--- src/rtl/xcore_if_gshare_if.sv ---
// Bus bundle for the xcore_if_gshare branch predictor: fetch PC, BTB
// response, prediction outputs and write-back commit. The slave modport is
// the predictor's view; the master modport is the fetch/commit side.
interface xcore_if_gshare_if #(
  parameter int ILEN = 7
);
  // Pre-IF fetch request
  logic [31:0]     i_pref_pc;
  logic            i_pref_valid;
  logic            i_pref_stall;
  // BTB response, one cycle after i_pref_pc
  logic            i_btb_hit;
  logic [2:0]      i_btb_type;
  logic [31:0]     i_btb_target;
  // Prediction for the PC presented the previous cycle
  logic            o_bpu_valid;
  logic [31:0]     o_bpu_pc;
  logic            o_bpu_taken;
  logic [31:0]     o_bpu_npc;
  logic [ILEN-1:0] o_bpu_idx;
  // Write-back commit of a resolved branch
  logic            i_wb_cmt_req;
  logic            i_wb_cmt_branch;
  logic            i_wb_cmt_taken;
  logic [ILEN-1:0] i_wb_cmt_idx;

  modport slave (
    input  i_pref_pc, i_pref_valid, i_pref_stall,
    input  i_btb_hit, i_btb_type, i_btb_target,
    output o_bpu_valid, o_bpu_pc, o_bpu_taken, o_bpu_npc, o_bpu_idx,
    input  i_wb_cmt_req, i_wb_cmt_branch, i_wb_cmt_taken, i_wb_cmt_idx
  );

  modport master (
    output i_pref_pc, i_pref_valid, i_pref_stall,
    output i_btb_hit, i_btb_type, i_btb_target,
    input  o_bpu_valid, o_bpu_pc, o_bpu_taken, o_bpu_npc, o_bpu_idx,
    output i_wb_cmt_req, i_wb_cmt_branch, i_wb_cmt_taken, i_wb_cmt_idx
  );
endinterface

--- src/rtl/xcore_if_gshare.sv ---
// Direction predictor for the instruction-fetch stage. A table of 2-bit
// saturating counters (PHT) is read with the pre-IF PC so its counter lines
// up with the registered BTB outputs one cycle later; the final taken/next-PC
// decision merges the two. Counters and history are trained only at commit.
//
// Build option: define XCORE_BPU_GSHARE_EN for G-share indexing (PC bits XOR
// global history). Without it the predictor is bimodal (PC bits only) and no
// history register exists.
module xcore_if_gshare #(
  parameter int ENTRY_NUM = 128,
  parameter int GHR_LEN   = $clog2(ENTRY_NUM)
) (
  input logic               i_sys_clk,
  input logic               i_sys_rst,
  xcore_if_gshare_if.slave  bus
);

  localparam int ILEN = $clog2(ENTRY_NUM);

  localparam logic [2:0] BTB_BRANCH = 3'b100;
  localparam logic [2:0] BTB_JAL    = 3'b010;
  localparam logic [2:0] BTB_JALR   = 3'b001;

  // Pattern history table and prediction-stage registers
  logic [1:0]      r_pht [ENTRY_NUM];
  logic            r_valid;
  logic [31:0]     r_pc;
  logic [ILEN-1:0] r_idx;
  logic [1:0]      r_cnt;

  logic [ILEN-1:0] w_rd_idx;
  logic            w_cmt_upd;
  logic            w_taken;
  logic            w_unused;

  assign w_cmt_upd = bus.i_wb_cmt_req & bus.i_wb_cmt_branch;

`ifdef XCORE_BPU_GSHARE_EN
  logic [GHR_LEN-1:0] r_ghr;
  logic [ILEN-1:0]    w_ghr_ext;

  // Zero-extend the history to the index width (history may be shorter)
  always_comb begin
    w_ghr_ext               = '0;
    w_ghr_ext[GHR_LEN-1:0]  = r_ghr;
  end

  assign w_rd_idx = bus.i_pref_pc[ILEN+1:2] ^ w_ghr_ext;

  // Global history: shift in the resolved direction of each committed branch
  always_ff @(posedge i_sys_clk or negedge i_sys_rst) begin
    if (!i_sys_rst) begin
      r_ghr <= '0;
    end else if (w_cmt_upd) begin
      r_ghr <= (r_ghr << 1) | GHR_LEN'(bus.i_wb_cmt_taken);
    end
  end
`else
  assign w_rd_idx = bus.i_pref_pc[ILEN+1:2];
`endif

  // PC bits outside the index field do not take part in the lookup
  assign w_unused = ^{bus.i_pref_pc[31:ILEN+2], bus.i_pref_pc[1:0]};

  // Train the addressed counter on each committed conditional branch
  // NOTE: the PHT is built from flops rather than RAM because every counter
  // must come out of reset at weakly-not-taken (01); a RAM macro could not
  // be cleared asynchronously.
  always_ff @(posedge i_sys_clk or negedge i_sys_rst) begin
    if (!i_sys_rst) begin
      for (int i = 0; i < ENTRY_NUM; i++) begin
        r_pht[i] <= 2'b01;
      end
    end else if (w_cmt_upd) begin
      if (bus.i_wb_cmt_taken) begin
        if (r_pht[bus.i_wb_cmt_idx] != 2'b11) begin
          r_pht[bus.i_wb_cmt_idx] <= r_pht[bus.i_wb_cmt_idx] + 2'd1;
        end
      end else begin
        if (r_pht[bus.i_wb_cmt_idx] != 2'b00) begin
          r_pht[bus.i_wb_cmt_idx] <= r_pht[bus.i_wb_cmt_idx] - 2'd1;
        end
      end
    end
  end

  // Capture the looked-up counter with its PC so it meets the BTB response
  // NOTE: non-blocking assignment here means a same-cycle commit to the same
  // entry is seen by the next read, while this read captures the old value.
  always_ff @(posedge i_sys_clk or negedge i_sys_rst) begin
    if (!i_sys_rst) begin
      r_valid <= 1'b0;
      r_pc    <= '0;
      r_idx   <= '0;
      r_cnt   <= '0;
    end else if (!bus.i_pref_stall) begin
      r_valid <= bus.i_pref_valid;
      r_pc    <= bus.i_pref_pc;
      r_idx   <= w_rd_idx;
      r_cnt   <= r_pht[w_rd_idx];
    end
  end

  // Final direction: jumps always taken, branches follow the counter MSB
  // NOTE: every output of this block is assigned on every path, so no latch
  // is inferred even though the taken term is a nested condition.
  always_comb begin
    w_taken = 1'b0;
    if (r_valid && bus.i_btb_hit) begin
      case (bus.i_btb_type)
        BTB_JAL, BTB_JALR: w_taken = 1'b1;
        BTB_BRANCH:        w_taken = r_cnt[1];
        default:           w_taken = 1'b0;
      endcase
    end
  end

  assign bus.o_bpu_valid = r_valid;
  assign bus.o_bpu_pc    = r_pc;
  assign bus.o_bpu_idx   = r_idx;
  assign bus.o_bpu_taken = w_taken;
  assign bus.o_bpu_npc   = w_taken ? bus.i_btb_target : (r_pc + 32'd4);

endmodule
--- src/flat_wrapper.sv ---
// flat-port wrapper written by rule: the top's interface ports become plain ports
module xcore_if_gshare_flat 
#(
  parameter int ENTRY_NUM = 128,
  parameter int GHR_LEN   = $clog2(ENTRY_NUM)
)
  (i_sys_clk, i_sys_rst, bus_i_pref_pc, bus_i_pref_valid, bus_i_pref_stall, bus_i_btb_hit, bus_i_btb_type, bus_i_btb_target, bus_o_bpu_valid, bus_o_bpu_pc, bus_o_bpu_taken, bus_o_bpu_npc, bus_o_bpu_idx, bus_i_wb_cmt_req, bus_i_wb_cmt_branch, bus_i_wb_cmt_taken, bus_i_wb_cmt_idx);
  xcore_if_gshare_if bus_i ();
  input logic i_sys_clk;
  input logic i_sys_rst;
  input wire logic [$bits(bus_i.i_pref_pc)-1:0] bus_i_pref_pc;
  input wire logic [$bits(bus_i.i_pref_valid)-1:0] bus_i_pref_valid;
  input wire logic [$bits(bus_i.i_pref_stall)-1:0] bus_i_pref_stall;
  input wire logic [$bits(bus_i.i_btb_hit)-1:0] bus_i_btb_hit;
  input wire logic [$bits(bus_i.i_btb_type)-1:0] bus_i_btb_type;
  input wire logic [$bits(bus_i.i_btb_target)-1:0] bus_i_btb_target;
  output wire logic [$bits(bus_i.o_bpu_valid)-1:0] bus_o_bpu_valid;
  output wire logic [$bits(bus_i.o_bpu_pc)-1:0] bus_o_bpu_pc;
  output wire logic [$bits(bus_i.o_bpu_taken)-1:0] bus_o_bpu_taken;
  output wire logic [$bits(bus_i.o_bpu_npc)-1:0] bus_o_bpu_npc;
  output wire logic [$bits(bus_i.o_bpu_idx)-1:0] bus_o_bpu_idx;
  input wire logic [$bits(bus_i.i_wb_cmt_req)-1:0] bus_i_wb_cmt_req;
  input wire logic [$bits(bus_i.i_wb_cmt_branch)-1:0] bus_i_wb_cmt_branch;
  input wire logic [$bits(bus_i.i_wb_cmt_taken)-1:0] bus_i_wb_cmt_taken;
  input wire logic [$bits(bus_i.i_wb_cmt_idx)-1:0] bus_i_wb_cmt_idx;
  assign bus_i.i_pref_pc = bus_i_pref_pc;
  assign bus_i.i_pref_valid = bus_i_pref_valid;
  assign bus_i.i_pref_stall = bus_i_pref_stall;
  assign bus_i.i_btb_hit = bus_i_btb_hit;
  assign bus_i.i_btb_type = bus_i_btb_type;
  assign bus_i.i_btb_target = bus_i_btb_target;
  assign bus_o_bpu_valid = bus_i.o_bpu_valid;
  assign bus_o_bpu_pc = bus_i.o_bpu_pc;
  assign bus_o_bpu_taken = bus_i.o_bpu_taken;
  assign bus_o_bpu_npc = bus_i.o_bpu_npc;
  assign bus_o_bpu_idx = bus_i.o_bpu_idx;
  assign bus_i.i_wb_cmt_req = bus_i_wb_cmt_req;
  assign bus_i.i_wb_cmt_branch = bus_i_wb_cmt_branch;
  assign bus_i.i_wb_cmt_taken = bus_i_wb_cmt_taken;
  assign bus_i.i_wb_cmt_idx = bus_i_wb_cmt_idx;
  xcore_if_gshare #(.ENTRY_NUM(ENTRY_NUM), .GHR_LEN(GHR_LEN)) u_core (.i_sys_clk(i_sys_clk), .i_sys_rst(i_sys_rst), .bus(bus_i));
endmodule
--- config.mk ---
export PLATFORM = sky130hd
export DESIGN_NAME = xcore_if_gshare_flat
export DESIGN_NICKNAME = d
export VERILOG_FILES = /design/src/rtl/xcore_if_gshare_if.sv /design/src/rtl/xcore_if_gshare.sv /design/src/flat_wrapper.sv
export SDC_FILE = /design/constraint.sdc
export NUM_CORES = 1
export LEC_CHECK = 0
export ABC_AREA = 1
export CAP_MARGIN = 10
export CORE_MARGIN = 2
export CORE_UTILIZATION = 58
export CTS_CLUSTER_SIZE = 20
export DETAILED_ROUTE_END_ITERATION = 7
export GPL_TIMING_DRIVEN = 1
export PLACE_DENSITY = 0.81
export SYNTH_ARGS = -nofsm -noshare
export SYNTH_HDL_FRONTEND = slang
export SYNTH_SLANG_ARGS = --single-unit
--- constraint.sdc ---
create_clock -name i_sys_clk -period 3.91 [get_ports i_sys_clk]
set_input_delay 0.782 -clock i_sys_clk [delete_from_list [all_inputs] [get_ports i_sys_clk]]
set_output_delay 0.782 -clock i_sys_clk [all_outputs]
set_load 0.05 [all_outputs]
---- Yosys cells after proc, flatten, opt, wreduce, memory -nomap -nowiden ----
Cells that the tools add are included.
operators by class
  mux-type cells .......................... 16
  magnitude comparators ................... 3
  div/mod/pow operators ................... 0
  bitwise operators ....................... 3
  reduce and logical (&&, ||, !) cells .... 6
  multipliers ............................. 0
  $add $sub $neg .......................... 3
  shift operators ......................... 0
  equal/unequal tests ..................... 5
operators with widths
  kind                                                    number
  two-way mux 256 bit                                     3
  bitwise mux 256 bit                                     2
  adder 32 x 3 -> 32 bit (second input constant)          1
  two-way mux 32 bit                                      1
  binary-select mux 2 bit (select 7 bit)                  2
  >= comparator 8 bit (second input constant)             2
  NOT 7 -> 8 bit                                          2
  demux 2 bit (select 7 bit)                              1
  two-way mux 2 bit                                       5
  < comparator 8 x 1 -> 1 bit (second input constant)     1
  nonzero test 2 bit                                      2
  equality test 3 x 1 -> 1 bit (second input constant)    1
  equality test 3 x 2 -> 1 bit (second input constant)    1
  equality test 3 bit (second input constant)             1
  AND reduction 3 bit                                     1
  adder 2 x 1 -> 2 bit (second input constant)            1
  logical AND 1 bit                                       2
  inequality test 2 x 1 -> 1 bit (second input constant)  1
  inequality test 2 bit (second input constant)           1
  case mux 1 bit (2 select lines)                         1
  OR reduction 2 bit                                      1
  subtractor 2 x 1 -> 2 bit (second input constant)       1
  bitwise AND 1 bit                                       1
  two-way mux 1 bit                                       1
word-level totals
  flip-flop bits (word level) ............. 298
  output and inout port bits .............. 73
  memories kept ........................... 0
  ROM bits ................................ 0
  bits in writable memories ............... 0
  bits in latches ......................... 0
  bits of input ports ..................... 82

---- Longest topological paths before layout ----
  word-level depth ........................ 8
  gate-level depth with buffers ........... 28
  mapped depth without buffers ............ 23

---- Least setup slack after synthesis ----
Ideal clock, no wire load.
  path kind ............................... register to output
  from .................................... register u_core.bus.o_bpu_idx[0] (netlist name)
  to ...................................... output port bus_o_bpu_npc[18]
  path slack .............................. 0.038 ns
  buffers on the path ..................... 0
  data arrival time ....................... 3.090 ns
  cell stages (with the launch flop) ...... 12
  cells stage by stage .................... dfrtp_1 ha_1 nand2_1 nor2_1 nand2_1 nor2_1 nand2_1 nor2_1 nand2_1 nor2_1 xnor2_1 o21ai_0
RTL lines
  element           line                text
  end: declaration  flat_wrapper.sv:20  output wire logic [$bits(bus_i.o_bpu_npc)-1:0] bus_o_bpu_npc;

==> out/summary.txt <==
RUN STATUS
-------------------------------------------------------------------------------------
Status                                                                   complete, no violations

PWR
-------------------------------------------------------------------------------------
Worst vdd ir                                                                 0.365 mV
Int Power                                                                     5.73 mW
Combinational group share of total power                                        20.1%
Power density over cell area                                              373 nW/um^2
Switching share of power                                                        30.2%
Sequential share of power                                                       40.6%
Switching component of the power                                              2.48 mW
Power share of the clock group                                                  39.2%
LEAKAGE                                                                       11.0 nW

PLACED DESIGN
-------------------------------------------------------------------------------------
Worst setup slack after placement                                             -586 ps
Global placer's final weighted congestion                                       0.984
Post-detailed-placement cell area                                        20,800 sq um
Dpl hpwl                                                                    45,700 um
I/O Buffers                                                                       154

FINISH
-------------------------------------------------------------------------------------
Commonest non-fill, non-tap cells in the layout                          1,207 x sky130_fd_sc_hd__nand2_1, 232 x sky130_fd_sc_hd__nand3_1, 200 x sky130_fd_sc_hd__inv_1
Share of layout cells above drive strength 1                                    14.6%
Post-Layout Inst Area                                                    22,000 sq um
Most common cell after layout, fill and taps aside                       sky130_fd_sc_hd__nand2_1
Number of antenna cells inserted                                                    0
Area Overhead vs Synth                                                          25.1%
Net count reported at finish                                                    2,918

WORST SETUP PATH
-------------------------------------------------------------------------------------
FF-to-FF setup slack                                                           890 ps
Critical Path AT                                                              4240 ps
Crit Path Max Fanout                                                               13
Data required, critical path                                                  4430 ps
Crit path launch type                                                    primary input
Type of the worst setup path                                                in -> reg
Cells on worst reg2reg path                                                        24
Critical path capture point type                                            flip-flop

TIMING
-------------------------------------------------------------------------------------
Smallest setup slack after layout                                              188 ps
Worst Max-Slew Pin Slew                                                        977 ps
Relative slew slack                                                             34.8%
Highest achievable clock rate                                                 269 MHz
Aggregate negative setup slack                                                   0 ps
Worst setup skew after layout                                                 16.3 ps
Final worst-path cycle share                                                    95.2%
Setup-failing EPs final                                                             0
Final Max Slew Viols                                                                0
Post-Route Hold Slack                                                          223 ps
Final worst path period need                                                  3720 ps
Final hold violation count                                                          0

ROUTING
-------------------------------------------------------------------------------------
1st-pass router iterations                                                          6
WL per Instance                                                               20.6 um
DRC marker count from the first detailed-route iteration                        2,437
Final WL                                                                    66,900 um
Drc violations                                                                      0
Remaining antenna violation count after routing                                     0
DR vias                                                                        19,400
Number of vias per cell                                                          5.97

CLOCKING
-------------------------------------------------------------------------------------
H-tree levels                                                                       1
Sinks on Clock Net                                                                290
TritonCTS Buffers                                                                  30
Clock tree root driver cell                                              sky130_fd_sc_hd__clkbuf_16
Clock-pin transition on the worst setup and hold timing paths                   70 ps
Hold-fix buffer count after cts                                                     0
Clock buffer depth                                                                  3
Clk Latency, worst-skew pair                                                   580 ps
Clock tree from TritonCTS                                                         yes

SYNTHESIS
-------------------------------------------------------------------------------------
Number of register bits inferred by synthesis                                     290
XOR/XNOR Fraction of Synth Area                                                 1.14%
Predominant post-synthesis flop cell                                     sky130_fd_sc_hd__dfrtp_1
Async S/R FF share, synth                                                        100%
Share of the yosys chip area belonging to registers                             42.1%
Synthesized netlist cell count                                                  2,647
Synthesized area divided by synthesized cell count                         6.65 sq um
Post-synth cell types                                                              37
EDFF count, synth                                                                   0
Multiplexer area fraction after synthesis                                          0%
Number of synthesis warnings                                                        0
Adder and majority cell fraction of the synthesized area                       0.213%
Compound-cell area share of the yosys netlist                                   9.47%
Post-Synthesis Net Count                                                        2,732
Post-synthesis share of cell area spent on and, or, nand and nor gates          38.2%
Post-Synthesis Cell Area                                                 17,600 sq um
Combinational family with the most area after synthesis                  simple AND/OR/NAND/NOR gates

WORST HOLD PATH
-------------------------------------------------------------------------------------
Type of the most critical hold path                                       in -> async

FLOORPLAN
-------------------------------------------------------------------------------------
Count of pins on the block boundary                                               155
Core area                                                                29,800 sq um
Total Die Area                                                           31,800 sq um
Standard-cell rows                                                                 63
Initial core utilization                                                        59.1%
Die height                                                                     178 um
DIE WIDTH                                                                      178 um

GLOBAL ROUTE
-------------------------------------------------------------------------------------
Via count of the first global-routing pass                                     18,400
Initial antenna violation count                                                     0
GR Overflow Total                                                                   0
Wire length of the first global-routing pass                               103,000 um
Total global-route track usage                                                  42.3%
Maximum number of pins on one net before global-route repair                       90

JOB
-------------------------------------------------------------------------------------
Max-capacitance violation count                                                     0

## critical path, stage by stage
cell and delay, ps:
sky130_fd_sc_hd__clkdlybuf4s50_1 530, sky130_fd_sc_hd__inv_2 170, sky130_fd_sc_hd__nand3_2 100, sky130_fd_sc_hd__inv_2 350, sky130_fd_sc_hd__nand2_1 90, sky130_fd_sc_hd__nand2_1 70, sky130_fd_sc_hd__nor2_1 40, sky130_fd_sc_hd__nand2_1 120
sky130_fd_sc_hd__nand2_1 110, sky130_fd_sc_hd__nand2_1 70, sky130_fd_sc_hd__nor2_1 40, sky130_fd_sc_hd__nor2_1 170, sky130_fd_sc_hd__nor2_4 60, sky130_fd_sc_hd__nand2_1 100, sky130_fd_sc_hd__inv_1 50, sky130_fd_sc_hd__ha_1 190
sky130_fd_sc_hd__inv_1 50, sky130_fd_sc_hd__o2111ai_1 100, sky130_fd_sc_hd__buf_4 200, sky130_fd_sc_hd__inv_2 110, sky130_fd_sc_hd__buf_12 160, sky130_fd_sc_hd__buf_4 180, sky130_fd_sc_hd__nand2_1 100, sky130_fd_sc_hd__inv_1 80
sky130_fd_sc_hd__nand3_1 100, sky130_fd_sc_hd__nand2_1 110
## synth_stat cells (3+ instances only)
cell type / n / area (sq um)
sky130_fd_sc_hd__nand3_1: 233 / 1170
sky130_fd_sc_hd__nor2_1: 197 / 739
sky130_fd_sc_hd__xor2_1: 11 / 96.3
sky130_fd_sc_hd__buf_1: 8 / 30.0
sky130_fd_sc_hd__dfrtp_1: 162 / 4050
sky130_fd_sc_hd__nand3_2: 5 / 50.1
sky130_fd_sc_hd__a22oi_1: 11 / 82.6
sky130_fd_sc_hd__o21ai_1: 3 / 15.0
sky130_fd_sc_hd__dfstp_2: 128 / 3360
sky130_fd_sc_hd__a31oi_1: 31 / 194
sky130_fd_sc_hd__a21oi_1: 63 / 315
sky130_fd_sc_hd__o31ai_1: 77 / 578
sky130_fd_sc_hd__clkinv_1: 4 / 15.0
sky130_fd_sc_hd__inv_1: 201 / 754
sky130_fd_sc_hd__nand4_1: 23 / 144
sky130_fd_sc_hd__o211ai_1: 9 / 67.6
sky130_fd_sc_hd__inv_2: 7 / 26.3
sky130_fd_sc_hd__clkbuf_1: 103 / 387
sky130_fd_sc_hd__xnor2_1: 12 / 105
sky130_fd_sc_hd__nor4_1: 3 / 18.8
sky130_fd_sc_hd__buf_2: 26 / 130
sky130_fd_sc_hd__o21ai_0: 72 / 360
sky130_fd_sc_hd__ha_1: 3 / 37.5
sky130_fd_sc_hd__nand2_1: 1209 / 4540
sky130_fd_sc_hd__buf_4: 24 / 180
sky130_fd_sc_hd__nor3_1: 7 / 35.0
## cell type report
type	count	area, sq um
Tap cell	390	488
Fill cell	2379	7780
Inverter	214	808
Clock buffer	37	848
Clock inverter	19	263
Timing Repair Buffer	317	3480
Sequential cell	290	7420
Multi-Input combinational cell	1980	8700
## kinds of logic after synthesis
logic type	after synthesis
AOI/OAI and AO/OA	273
buffers and inverters	377
adders and majority gates	3
xor gates and xnor gates	23
DFF	290
and+or+nand+nor	1681
## repair_timing
action,4_1_cts,5_1_grt
resized for setup,6,12
setup buffers,2,1
endpoints found under the setup margin,12,189
pin swaps,0,1
## how the worst max path moves through the flow
stage / start / endpoint / slack (ps) / cells after the start
floorplan: u_core.bus.o_bpu_idx[0] / bus_o_bpu_npc[18] / 40 / 11
global placement: bus_i_wb_cmt_idx[1] / u_core.r_pht[51] / -540 / 24
detailed placement: bus_i_wb_cmt_idx[1] / u_core.r_pht[99] / -590 / 24
CTS: u_core.bus.o_bpu_idx[1] / bus_o_bpu_npc[26] / 10 / 15
global route: u_core.bus.o_bpu_idx[1] / bus_o_bpu_npc[26] / -7 / 15
finish: bus_i_wb_cmt_idx[2] / flip-flop / 190 / 26
## power by group through the flow
stage               combinational (mW)  clock, mW  sequential, mW
detailed placement                1.62          0            3.37
floorplan                        0.728          0            3.44
CTS                               1.63       3.23            3.33
global route                      1.75       3.36            3.35
finish                            1.65       3.22            3.34
global placement                  1.60          0            3.37
## per-layer routing
| metal | GRT usage [%] | vias to the layer above | wire, um |
|---|---|---|---|
| li1 | - | 8748 | - |
| met1 | 54.0 | 9038 | 24100 |
| met2 | 68.8 | 1318 | 30600 |
| met3 | 7.99 | 278 | 8210 |
| met4 | 22.0 | 0 | 3980 |
| met5 | 0 | - | 0 |
## through the flow
step	power, mW	std cells	util, %
after floorplan	4.16	2647	-
after global placement	4.97	3188	69.9
after detailed placement	4.99	3188	69.9
after CTS	8.19	3246	73.7
after global routing	8.45	3247	73.9
final	8.21	3247	73.9
No activity file was read; power rests on OpenSTA's default activity.
